==> config.mk <==
export PLATFORM = sky130hd
export DESIGN_NAME = pam4_adaptive_slicer_flat
export DESIGN_NICKNAME = d
export VERILOG_FILES = /design/src/rtl/pam4_pkg.sv /design/src/rtl/pam4_adaptive_slicer_if.sv /design/src/rtl/pam4_level_tracker.sv /design/src/rtl/pam4_adaptive_slicer.sv /design/src/flat_wrapper.sv
export SDC_FILE = /design/constraint.sdc
export NUM_CORES = 1
export LEC_CHECK = 0
export CAP_MARGIN = 20
export CELL_PAD_IN_SITES_DETAIL_PLACEMENT = 0
export CELL_PAD_IN_SITES_GLOBAL_PLACEMENT = 2
export CORE_MARGIN = 1.5
export CORE_UTILIZATION = 25
export CTS_BUF_LIST = sky130_fd_sc_hd__clkbuf_16
export DETAILED_ROUTE_END_ITERATION = 8
export GPL_ROUTABILITY_DRIVEN = 0
export PLACE_DENSITY = 0.7
export SLEW_MARGIN = 40
export SYNTH_ARGS = -nofsm -noshare
export SYNTH_HDL_FRONTEND = slang
export SYNTH_SLANG_ARGS = --single-unit
==> constraint.sdc <==
create_clock -name clk -period 19.2 [get_ports clk]
set_input_delay 3.84 -clock clk [delete_from_list [all_inputs] [get_ports clk]]
set_output_delay 3.84 -clock clk [all_outputs]
set_load 0.05 [all_outputs]
==> src/rtl/pam4_pkg.sv <==
// pam4_pkg: shared symbol/state types and the nominal PAM-4 level helper
package pam4_pkg;
  typedef logic [1:0] symbol_t;
  typedef enum logic {ACQUIRE, TRACK} slicer_state_t;
  function automatic int nominal_level(input int r, input int sep, input int k);
    return (1 << (r - 1)) + ((2 * k - 3) * sep) / 2;
  endfunction
endpackage

==> src/rtl/pam4_adaptive_slicer_if.sv <==
// pam4_adaptive_slicer_if: sample input and decision output bundle
interface pam4_adaptive_slicer_if #(parameter int R = 8);
  import pam4_pkg::*;
  logic [R-1:0] voltage_level_in;
  logic voltage_level_in_valid;
  symbol_t symbol_out;
  logic symbol_out_valid;
  modport master(output voltage_level_in, voltage_level_in_valid, input symbol_out, symbol_out_valid);
  modport slave(input voltage_level_in, voltage_level_in_valid, output symbol_out, symbol_out_valid);
endinterface

==> src/rtl/pam4_level_tracker.sv <==
// pam4_level_tracker: one fixed-point level estimate with shift-step adaptation
module pam4_level_tracker #(
  parameter int R = 8,
  parameter int FRAC_BITS = 4,
  parameter int MU_ACQ = 2,
  parameter int MU_TRK = 5,
  parameter int NOM = 128
) (
  input  logic clk,
  input  logic rst,
  input  logic reload,
  input  logic update,
  input  logic acq,
  input  logic [R-1:0] x,
  output logic [R+FRAC_BITS-1:0] level,
  output logic [R-1:0] next_int
);
  localparam int W = R + FRAC_BITS;
  logic signed [W:0] e, step;
  logic [W-1:0] level_nxt;
  always_comb begin
    e = $signed({1'b0, x, {FRAC_BITS{1'b0}}}) - $signed({1'b0, level});
    step = acq ? e >>> MU_ACQ : e >>> MU_TRK;
    // modular add is exact: the estimate never leaves range
    level_nxt = update ? level + W'(step) : level;
  end
  assign next_int = level_nxt[W-1:FRAC_BITS];
  always_ff @(posedge clk)
    if (rst || reload) level <= W'(NOM * (1 << FRAC_BITS));
    else level <= level_nxt;
endmodule

==> src/rtl/pam4_adaptive_slicer.sv <==
// pam4_adaptive_slicer: adaptive PAM-4 decision with acquire/track lock FSM.
// Define PAM4_SLICER_STATS_EN to add per-symbol and relock counters.
module pam4_adaptive_slicer
  import pam4_pkg::*;
#(
  parameter int SIGNAL_RESOLUTION = 8,
  parameter int SYMBOL_SEPERATION = 56,
  parameter int FRAC_BITS = 4,
  parameter int MU_ACQ = 2,
  parameter int MU_TRK = 5,
  parameter int ACQ_LEN = 64,
  parameter int MIN_GAP = 16
) (
  input  logic clk,
  input  logic rst,
  pam4_adaptive_slicer_if.slave bus,
  output logic locked,
  output logic [4*(SIGNAL_RESOLUTION+FRAC_BITS)-1:0] level_est
`ifdef PAM4_SLICER_STATS_EN
  ,
  output logic [3:0][31:0] sym_count,
  output logic [15:0] relock_count
`endif
);
  localparam int R = SIGNAL_RESOLUTION;
  localparam int W = R + FRAC_BITS;
  localparam int CW = $clog2(ACQ_LEN + 1);
  slicer_state_t state;
  logic [CW-1:0] acq_cnt;
  logic [W-1:0] lvl [4];
  logic [R-1:0] ln [4];
  logic [R-1:0] li [4];
  logic [R-1:0] t [3];
  logic [R-1:0] x;
  symbol_t sym;
  logic valid, trk, viol, relock;
  assign x = bus.voltage_level_in;
  assign valid = bus.voltage_level_in_valid;
  assign trk = state == TRACK;
  assign relock = valid && trk && viol;
  always_comb begin
    viol = 1'b0;
    for (int k = 0; k < 4; k++) li[k] = lvl[k][W-1:FRAC_BITS];
    for (int k = 0; k < 3; k++) begin
      t[k] = R'((({1'b0, li[k]} + {1'b0, li[k+1]})) >> 1);
      if (int'(ln[k+1]) - int'(ln[k]) < MIN_GAP) viol = 1'b1;
    end
    // ties resolve upward: x == t[k] decides k+1
    sym = x < t[0] ? 2'd0 : x < t[1] ? 2'd1 : x < t[2] ? 2'd2 : 2'd3;
  end
  for (genvar k = 0; k < 4; k++) begin : g_trk
    pam4_level_tracker #(
      .R(R), .FRAC_BITS(FRAC_BITS), .MU_ACQ(MU_ACQ), .MU_TRK(MU_TRK),
      .NOM(nominal_level(R, SYMBOL_SEPERATION, k))
    ) u_trk (
      .clk(clk), .rst(rst), .reload(relock), .update(valid && sym == 2'(k)),
      .acq(!trk), .x(x), .level(lvl[k]), .next_int(ln[k])
    );
  end
  always_ff @(posedge clk)
    if (rst) begin
      state <= ACQUIRE;
      acq_cnt <= '0;
      bus.symbol_out <= '0;
      bus.symbol_out_valid <= 1'b0;
    end else begin
      bus.symbol_out_valid <= valid && trk;
      if (valid && trk) bus.symbol_out <= sym;
      if (valid && !trk) begin
        acq_cnt <= acq_cnt + 1'b1;
        if (acq_cnt == CW'(ACQ_LEN - 1)) state <= TRACK;
      end
      if (relock) begin
        state <= ACQUIRE;
        acq_cnt <= '0;
      end
    end
  assign locked = trk;
  assign level_est = {lvl[3], lvl[2], lvl[1], lvl[0]};
`ifdef PAM4_SLICER_STATS_EN
  always_ff @(posedge clk)
    if (rst) begin
      sym_count <= '0;
      relock_count <= '0;
    end else if (valid && trk) begin
      if (sym_count[sym] != '1) sym_count[sym] <= sym_count[sym] + 1'b1;
      if (viol && relock_count != '1) relock_count <= relock_count + 1'b1;
    end
`endif
endmodule
==> src/flat_wrapper.sv <==
// flat-port wrapper written by rule: the top's interface ports become plain ports
module pam4_adaptive_slicer_flat import pam4_pkg::*;
#(
  parameter int SIGNAL_RESOLUTION = 8,
  parameter int SYMBOL_SEPERATION = 56,
  parameter int FRAC_BITS = 4,
  parameter int MU_ACQ = 2,
  parameter int MU_TRK = 5,
  parameter int ACQ_LEN = 64,
  parameter int MIN_GAP = 16
)
  (clk, rst, locked, level_est, bus_voltage_level_in, bus_voltage_level_in_valid, bus_symbol_out, bus_symbol_out_valid);
  pam4_adaptive_slicer_if bus_i ();
  input  logic clk;
  input  logic rst;
  output logic locked;
  output logic [4*(SIGNAL_RESOLUTION+FRAC_BITS)-1:0] level_est;
  input wire logic [$bits(bus_i.voltage_level_in)-1:0] bus_voltage_level_in;
  input wire logic [$bits(bus_i.voltage_level_in_valid)-1:0] bus_voltage_level_in_valid;
  output wire logic [$bits(bus_i.symbol_out)-1:0] bus_symbol_out;
  output wire logic [$bits(bus_i.symbol_out_valid)-1:0] bus_symbol_out_valid;
  assign bus_i.voltage_level_in = bus_voltage_level_in;
  assign bus_i.voltage_level_in_valid = bus_voltage_level_in_valid;
  assign bus_symbol_out = bus_i.symbol_out;
  assign bus_symbol_out_valid = bus_i.symbol_out_valid;
  pam4_adaptive_slicer #(.SIGNAL_RESOLUTION(SIGNAL_RESOLUTION), .SYMBOL_SEPERATION(SYMBOL_SEPERATION), .FRAC_BITS(FRAC_BITS), .MU_ACQ(MU_ACQ), .MU_TRK(MU_TRK), .ACQ_LEN(ACQ_LEN), .MIN_GAP(MIN_GAP)) u_core (.clk(clk), .rst(rst), .bus(bus_i), .locked(locked), .level_est(level_est));
endmodule
==> flow_summary.yaml, run 1 <==
run_status:
  status: "completed"
synth:
  synth.area.top_cells: "ha_1 20%, dfxtp_1 14%, a21oi_1 6.0%"
  synth_flop_cell: "dfxtp_1"
  yosysWarningCount: 0
  syn-num-nets: 1163
  synthesis.area_sq_mm: 0.00816
  synth_top_area_frac: 0.204
  synth_cell_types: 84
  yosysSeqAreaShare: 0.145
  yosysTopAreaCell: "ha_1"
  ys_ff_latch: 59
  synthArstFlopShare: 0
  syn_area_per_cell_sq_um: 8.06
  synth_cells: 1012
  synth_edf_count: 0
drt:
  drt_first_pass_iters: 5
  antenna_left: 0
  drtIter0Drc: 329
  post_drt_via_cell_ratio: 4.90
  drt-total-wl_mm: 26.2
  drcViolationCount: 0
  wl_per_cell_um: 17.4
  via_count: 7384
setup_path:
  cp-end-kind: "flip-flop"
  crit_path_start: "bus_voltage_level_in[0]"
  r2r_cells: 31
  r2r-start: "u_core.g_trk[2].u_trk.level[1]"
  reg2reg_to: "u_core.g_trk[0].u_trk.level[7]"
  worst-path-max-fanout: 22
  path_class: "primary input to flip-flop"
  ff2ff_setup_slack_ns: 12.07
  crit_end: "u_core.g_trk[0].u_trk.level[7]"
  slowest_delay_ns: 0.81
  cp.arrival_ns: 11.00
  worstPathRequired_ns: 19.43
  cpMaxStageDelayCell: "clkdlybuf4s50_1"
  critPathMostFrequentCell: "a21oi_1"
  start_kind: "primary input"
final_layout:
  fin_nets: 1219
  final_common_cell: "ha_1"
  final_layout_size_suffix_gt1_frac: 0.0913
  mostFrequentLayoutCells: "133 x ha_1, 97 x a21oi_1, 78 x inv_1, 76 x nor2_1, 62 x clkdlybuf4s50_1"
  multiInputGateArea_sq_mm: 0.00657
  area_growth_pct: 17.0
  diodes: 0
  nFillCells: 3477
  regArea_sq_mm: 0.00118
timing:
  skew_ns: 0.00900
  tns_ns: 0
  finalSetupViolCount: 0
  finalCritPeriodShare: 0.561
  fmax_ghz: 0.0928
  grt_setup_unrepaired: "false"
  period_minus_slack_ns: 10.78
  slew_violations: 0
  hold_viol: 0
  max_slew.worst_pin.slew_ns: 0.783
  relSlewSlack: 0.471
clock_tree:
  htreeDepth: 3
  cts_buffer_depth: 2
  numCtsBuffers: 9
  holdBufCountCts: 0
  cts_resized: 0
  cts_num_sinks: 59
  cts_tree: "done"
  post_cts_buffers: 0
  insertion_delay_ns: 0.34
  clkTransAtPathRegs_ns: 0.05
  cts_root_buf: "clkbuf_16"
global_routing:
  grt_overflow: 0
  grt_pass1_wl_mm: 41.7
  grt_usage: 0.161
  grt_pass1_vias: 7348
  grt_max_degree: 37
  antenna_found_initial: 0
floorplanning:
  fp-row-count: 65
  die_y_um: 184
  die_area_sq_mm: 0.0337
  pin_count: 63
  core_sq_mm: 0.0318
  start_util: 0.257
  die_w_um: 184
worst_hold_path:
  min_path_type: "flip-flop to flip-flop"
  hold_depth: 2
placed_design:
  port_buffers: 62
  dp_hpwl_mm: 20.5
job:
  max_cap_violations: 0
==> final cells by class <==
type                       instances  share of cell area
inverter                          77              0.0303
clock inverter                     7             0.00380
timing repair buffer              70              0.0729
tap                              435              0.0570
clock buffer                       9              0.0236
multi-input combinational        851               0.689
sequential                        59               0.124
==> kinds of logic after synthesis <==
kind of cell    after synthesis  share of synthesized area
compound gates              329                      0.276
simple gates                256                      0.160
fa+ha+maj                   141                      0.222
buf+inv                     102                     0.0520
xor+xnor                     86                     0.0923
flops                        59                      0.145
mux                          39                     0.0520
==> metrics by stage <==
stage	util	area (sq um)	cells	worst slack, ns	hold slack [ns]
after floorplan	-	8160	1012	10.13	0.483
after global placement	0.291	9240	1489	7.68	0.504
after detailed placement	0.292	9280	1492	8.05	0.496
after CTS	0.300	9540	1508	8.38	0.514
after global routing	0.300	9550	1508	7.73	0.531
final	0.300	9550	1508	8.42	0.502
==> metal layers <==
layer	GRT usage	wire, um
met5	0	0
met2	0.267	11800
met3	0.0192	724
met1	0.217	13200
met4	0.0459	508
==> flip-flops by register name, indices dropped and copies added (netlist names) <==
register,flops
u_core.acq_cnt,7
u_core.locked,1
u_core.bus.symbol_out,2
u_core.g_trk.u_trk.level,48
u_core.bus.symbol_out_valid,1
==> worst min path at each step <==
stage	start	end	slack, ns
after floorplan	u_core.acq_cnt[5]	u_core.acq_cnt[5]	0.48
final	u_core.bus.symbol_out[0]	u_core.bus.symbol_out[0]	0.50
after global routing	u_core.bus.symbol_out[0]	u_core.bus.symbol_out[0]	0.53
after detailed placement	u_core.bus.symbol_out[0]	u_core.bus.symbol_out[0]	0.50
after global placement	u_core.acq_cnt[5]	u_core.acq_cnt[5]	0.50
after CTS	u_core.bus.symbol_out[0]	u_core.bus.symbol_out[0]	0.51
==> Yosys cell counts (13+ instances only) <==
cell type / count
a21oi_1: 97
o21bai_1: 16
nand3_1: 13
clkbuf_1: 14
xor2_1: 32
nor2b_1: 15
nor3_1: 23
dfxtp_1: 59
mux2_2: 16
a21o_1: 28
o21ai_0: 58
ha_1: 133
xnor2_1: 54
nand2_1: 43
inv_1: 77
mux2i_1: 20
nand2b_1: 15
or3_1: 14
nor2_1: 76
a21oi_2: 29
==> critical path, delay by kind of cell <==
family                     cells  cell delay, ns
AOI/OAI and AO/OA             16            3.47
buffers and inverters          2            1.18
and+or+nand+nor                9            1.11
adders and majority gates      3            1.02
xor gates and xnor gates       2            0.35
Power of run 1 is left out: the tool's default activity adds up to more than one toggle a clock period on the data nets, which glitch-free logic cannot reach.
==> run 2: changes to the inputs <==
- PLACE_DENSITY: 0.7 -> 0.72
- clock period: 19.2 -> 9.2 ns (I/O delays scaled with it)
==> run 2 against run 1 <==
  * Worst hold slack improved by 0.00052 ns
  * Core utilization increased by 0.14 points
  * Cell area up 0.46%
  * Critical endpoint unchanged
  * Sequential cell count unchanged
  * Die area did not move
  * Sequential share of layout area shrank 0.057 points
==> flow_summary.yaml, run 2 (synthesis gave the netlist of run 1 again) <==
final_layout:
  area_growth_pct: 17.6
  diodes: 0
  mostFrequentLayoutCells: "133 x ha_1, 97 x a21oi_1, 77 x inv_1, 76 x nor2_1, 62 x clkdlybuf4s50_1"
  fin_nets: 1225
  reg_top3: "u_core.g_trk.u_trk.level x48, u_core.acq_cnt x7, u_core.bus.symbol_out x2"
  largest_register_ffs: 48
  final_layout_size_suffix_gt1_frac: 0.0929
  final_common_cell: "ha_1"
  top_register: "u_core.g_trk.u_trk.level"
setup_path:
  worstPathRequired_ns: 9.43
  crit_family: "compound AO/OA/AOI/OAI gates"
  start_kind: "primary input"
  ff2ff_setup_slack_ns: 2.40
  crit_buf_inv: 2
  r2r-start: "u_core.g_trk[2].u_trk.level[5]"
  crit_path_start: "bus_voltage_level_in[0]"
  path_class: "primary input to flip-flop"
  cp.arrival_ns: 8.76
  critPathMostFrequentCell: "a21oi_1"
  slowest_delay_ns: 0.84
  cpMaxStageDelayCell: "clkdlybuf4s50_1"
  worst-path-max-fanout: 17
  cp-end-kind: "flip-flop"
worst_hold_path:
  worstHoldStart: "u_core.bus.symbol_out[0]"
  min_path_type: "flip-flop to flip-flop"
clock_tree:
  insertion_delay_ns: 0.33
  htreeDepth: 3
  cts_buffer_depth: 2
  cts_tree: "done"
  clkTransAtPathRegs_ns: 0.05
  numCtsBuffers: 9
  cts_num_sinks: 59
  cts_root_buf: "clkbuf_16"
  holdBufCountCts: 0
  cts_resized: 0
  post_cts_buffers: 0
floorplanning:
  fp-row-count: 65
  start_util: 0.257
  die_y_um: 184
  pin_count: 63
  die_area_sq_mm: 0.0337
  core_sq_mm: 0.0318
  die_w_um: 184
global_routing:
  grt_pass1_wl_mm: 40.0
  grt_use_met1: 0.206
  use_met2: 0.265
  grt_usage: 0.154
  use_met3: 0.0166
  top_usage_layer: "met2"
  antenna_found_initial: 0
  grt_max_degree: 38
  grt_pass1_vias: 7151
  grt_overflow: 0
run_status:
  status: "completed"
timing:
  finalCritPeriodShare: 0.928
  grt_setup_unrepaired: "false"
  finalSetupViolCount: 0
  slew_violations: 0
  tns_ns: 0
  relSlewSlack: 0.444
  fmax_ghz: 0.117
  hold_viol: 0
  max_slew.worst_pin.slew_ns: 0.810
  skew_ns: 0.00700
  period_minus_slack_ns: 8.54
drt:
  post_drt_via_cell_ratio: 4.90
  antenna_left: 0
  drcViolationCount: 0
  drt_first_pass_iters: 6
  wl_per_cell_um: 16.8
  drtIter0Drc: 286
  drt-total-wl_mm: 25.4
  via_count: 7402
placed_design:
  port_buffers: 62
  dp_hpwl_mm: 20.3
job:
  max_cap_violations: 0
-- run 2: layout make-up --
cell class                 instances  area [sq um]
clock buffer                       9           225
clock inverter                     5          46.3
fill                            3396         22200
inverter                          77           289
multi-input combinational        851          6570
sequential                        59          1180
tap                              435           544
timing repair buffer              76           738
-- run 2: worst register-to-register path, delay by kind of cell (launching register included) --
| family | cells | cell delay [ns] |
|---|---|---|
| adder cells (fa/ha/maj) | 3 | 0.89 |
| AND/OR/NAND/NOR | 3 | 0.64 |
| AO/OA/AOI/OAI | 15 | 4.03 |
| buffers and inverters | 2 | 0.37 |
| flip-flops | 1 | 0.63 |
| XOR/XNOR | 1 | 0.17 |
-- run 2: metal layers --
metal	part of all wire	vias to the layer above
met4	0.0091	0
met5	0	-
met1	0.50	3455
li1	-	3848
met2	0.47	86
met3	0.025	13
-- run 2: worst paths after layout --
path,end,cells after the start
setup reg to reg,u_core.g_trk[0].u_trk.level[7],24
setup / recovery,u_core.g_trk[0].u_trk.level[7],32
hold reg to reg,u_core.bus.symbol_out[0],2
hold / removal,u_core.bus.symbol_out[0],2
-- run 2: per-stage QoR --
stage	util	setup WS (ns)	hold slack, ns	std cells	area, sq um
after detailed placement	0.293	0.368	0.491	1498	9320
final	0.302	0.662	0.503	1512	9590
after floorplan	-	2.13	0.483	1012	8160
after global placement	0.293	0.491	0.481	1498	9320
after global routing	0.302	0.0540	0.532	1512	9590
after CTS	0.302	0.672	0.506	1512	9590
Power of run 2 is left out for the same reason.
==> run 3: changes to the inputs <==
- CORE_UTILIZATION: 25 -> 33
- PLACE_DENSITY: 0.72 -> 0.89
- SYNTH_HIERARCHICAL: unset -> 1
==> run 3 against run 2 <==
  * Cell count decreased by 1.8%
  * Worst hold slack got worse by 0.038 ns
  * Core utilization is 8.9 points higher
  * Clock skew increased by 0.0027 ns
  * Critical path type unchanged
  * Critical endpoint is now u_core/g_trk[0].u_trk/level[6]
  * Highest routed layer unchanged
==> flow_summary.yaml, run 3 <==
run_status:
  status: "completed"
drt:
  drcViolationCount: 0
  drtIter0Drc: 585
  via_count: 8102
  antenna_left: 0
  drt-total-wl_mm: 25.1
  wl_per_cell_um: 16.9
  post_drt_via_cell_ratio: 5.46
  drt_first_pass_iters: 6
setup_path:
  r2r-start: "u_core/g_trk[2].u_trk/level[5]"
  cp.arrival_ns: 8.70
  r2r_cells: 24
  cp_num_cells: 24
  crit_family: "compound AO/OA/AOI/OAI gates"
  crit_end: "u_core/g_trk[0].u_trk/level[6]"
  reg2reg_to: "u_core/g_trk[0].u_trk/level[6]"
  worst-path-max-fanout: 9
  cpMaxStageDelayCell: "or4_1"
  worstPathRequired_ns: 9.43
  start_kind: "primary input"
  cp-end-kind: "flip-flop"
  cp_cell_sequence: "clkdlybuf4s50_1 -> ha_1 -> a211oi_1 -> nor2_1 -> o31ai_1 -> nand2b_1 -> xnor2_1 -> o21ai_0 -> ha_1 -> a21oi_1 -> o31ai_1 -> a21oi_1 -> xor2_1 -> mux2i_1 -> inv_1 -> ha_1 -> a21oi_1 -> o21ai_2 -> a221o_1 -> xnor2_1 -> and4_4 -> or4_1 -> or2_2 -> a211o_1"
  ff2ff_setup_slack_ns: 1.92
  crit_buf_inv: 2
  path_class: "primary input to flip-flop"
  slowest_delay_ns: 0.76
  crit_path_start: "bus_voltage_level_in[1]"
synth:
  synthesis.area_sq_mm: 0.00859
  synth_edf_count: 0
  yosysTopAreaCell: "ha_1"
  synth_top_area_frac: 0.204
  synth.area.top_cells: "ha_1 20%, dfxtp_1 14%, xnor2_1 5.1%"
  syn_area_per_cell_sq_um: 7.90
  synthArstFlopShare: 0
  synth_flop_cell: "dfxtp_1"
  syn-num-nets: 1245
  yosysSeqAreaShare: 0.138
  synth_cell_types: 81
  ys_ff_latch: 59
  synthTopCellsByCount: "140 x ha_1, 87 x inv_1, 83 x a21oi_1"
  yosysWarningCount: 6
  yosysMostFrequentCell: "ha_1"
  synth_cells: 1087
floorplanning:
  fp-row-count: 58
  start_util: 0.339
  pin_count: 63
  core_sq_mm: 0.0253
  die_w_um: 164
  die_y_um: 164
  die_area_sq_mm: 0.0270
final_layout:
  final_common_cell: "ha_1"
  reg_top3: "u_core/g_trk.u_trk/level x48, u_core/acq_cnt x7, u_core/bus.symbol_out x2"
  top_register: "u_core/g_trk.u_trk/level"
  area_growth_pct: 15.3
  largest_register_ffs: 48
  fin_util: 0.391
  mostFrequentLayoutCells: "140 x ha_1, 87 x inv_1, 83 x a21oi_1, 74 x nor2_1, 69 x nand2_1"
  diodes: 0
  final_layout_size_suffix_gt1_frac: 0.0684
  fin_nets: 1308
clock_tree:
  htreeDepth: 3
  cts_root_buf: "clkbuf_16"
  cts_tree: "done"
  clkTransAtPathRegs_ns: 0.06
  post_cts_buffers: 0
  cts_buffer_depth: 2
  numCtsBuffers: 9
  holdBufCountCts: 0
  insertion_delay_ns: 0.35
  cts_num_sinks: 59
  cts_resized: 0
timing:
  max_slew.worst_pin.slew_ns: 0.755
  relSlewSlack: 0.493
  slew_violations: 0
  hold_slack_ns: 0.465
  skew_ns: 0.00970
  fmax_ghz: 0.118
  hold_viol: 0
  grt_setup_unrepaired: "false"
  finalCritPeriodShare: 0.921
  finalSetupViolCount: 0
  period_minus_slack_ns: 8.48
  tns_ns: 0
job:
  max_cap_violations: 0
global_routing:
  grt_max_degree: 50
  grt_usage: 0.190
  grt_pass1_vias: 7465
  grt_overflow: 0
  grt_pass1_wl_mm: 39.6
  antenna_found_initial: 0
placed_design:
  dp_hpwl_mm: 20.4
  port_buffers: 62
worst_hold_path:
  min_path_type: "flip-flop to flip-flop"
-- run 3: changes by cell type in the layout (fill, tap and decap cells not counted), sizes merged, moves of 9 or more --
cell    before  now
a211oi       9   30
nand2       43   69
nand2b      16   25
o21ai       61   72
mux2        18    5
nor2b       15    5
a21o        28   52
nand3       15   26
a21oi      126   84
inv         77   91
mux2i       21   38
-- run 3: final cells by class --
type                       count  area (sq um)
clock buffer                   9           225
clock inverter                 7          58.8
inverter                      89           334
tap                          330           413
fill                        2601         15400
multi-input combinational    920          7010
timing repair buffer          71           683
sequential                    59          1180
-- run 3: tightest hold or removal path, delay by kind of cell, from the launching register on --
| family | cells | cell delay, ns |
|---|---|---|
| compound gates | 1 | 0.05 |
| flops | 1 | 0.31 |
| simple gates | 1 | 0.05 |
-- run 3: cell families after synthesis --
family / Yosys count / synth area share
DFF: 59 / 0.138
muxes: 43 / 0.0508
buffers and inverters: 108 / 0.0485
xor gates and xnor gates: 78 / 0.0795
and+or+nand+nor: 308 / 0.188
AOI/OAI and AO/OA: 344 / 0.275
adders and majority gates: 147 / 0.220
-- run 3: metal layers --
layer	vias up	GRT usage	wire, um
li1	4146	-	-
met1	3749	0.256	12300
met2	176	0.312	11400
met3	31	0.0283	997
met4	0	0.0574	462
met5	-	0	0
-- run 3: how the worst min path moves through the flow --
stage / cells past startpoint / slack [ns] / startpoint / endpoint
2_1_floorplan: 3 / 0.54 / u_core/acq_cnt[5] / u_core/acq_cnt[5]
3_3_place_gp: 2 / 0.45 / u_core/bus.symbol_out[0] / u_core/bus.symbol_out[0]
3_5_place_dp: 2 / 0.45 / u_core/bus.symbol_out[0] / u_core/bus.symbol_out[0]
4_1_cts: 2 / 0.47 / u_core/bus.symbol_out[0] / u_core/bus.symbol_out[0]
5_1_grt: 2 / 0.49 / u_core/bus.symbol_out[0] / u_core/bus.symbol_out[0]
6_report: 2 / 0.46 / u_core/bus.symbol_out[0] / u_core/bus.symbol_out[0]
-- run 3: through the flow --
step | instances | instance area [sq um] | worst slack, ns
after floorplan | 1087 | 8590 | 1.88
after global placement | 1469 | 9620 | 0.422
after detailed placement | 1469 | 9620 | 0.389
after CTS | 1485 | 9900 | 0.717
after global routing | 1485 | 9900 | 0.302
final | 1485 | 9900 | 0.725
Power of run 3 is left out for the same reason.
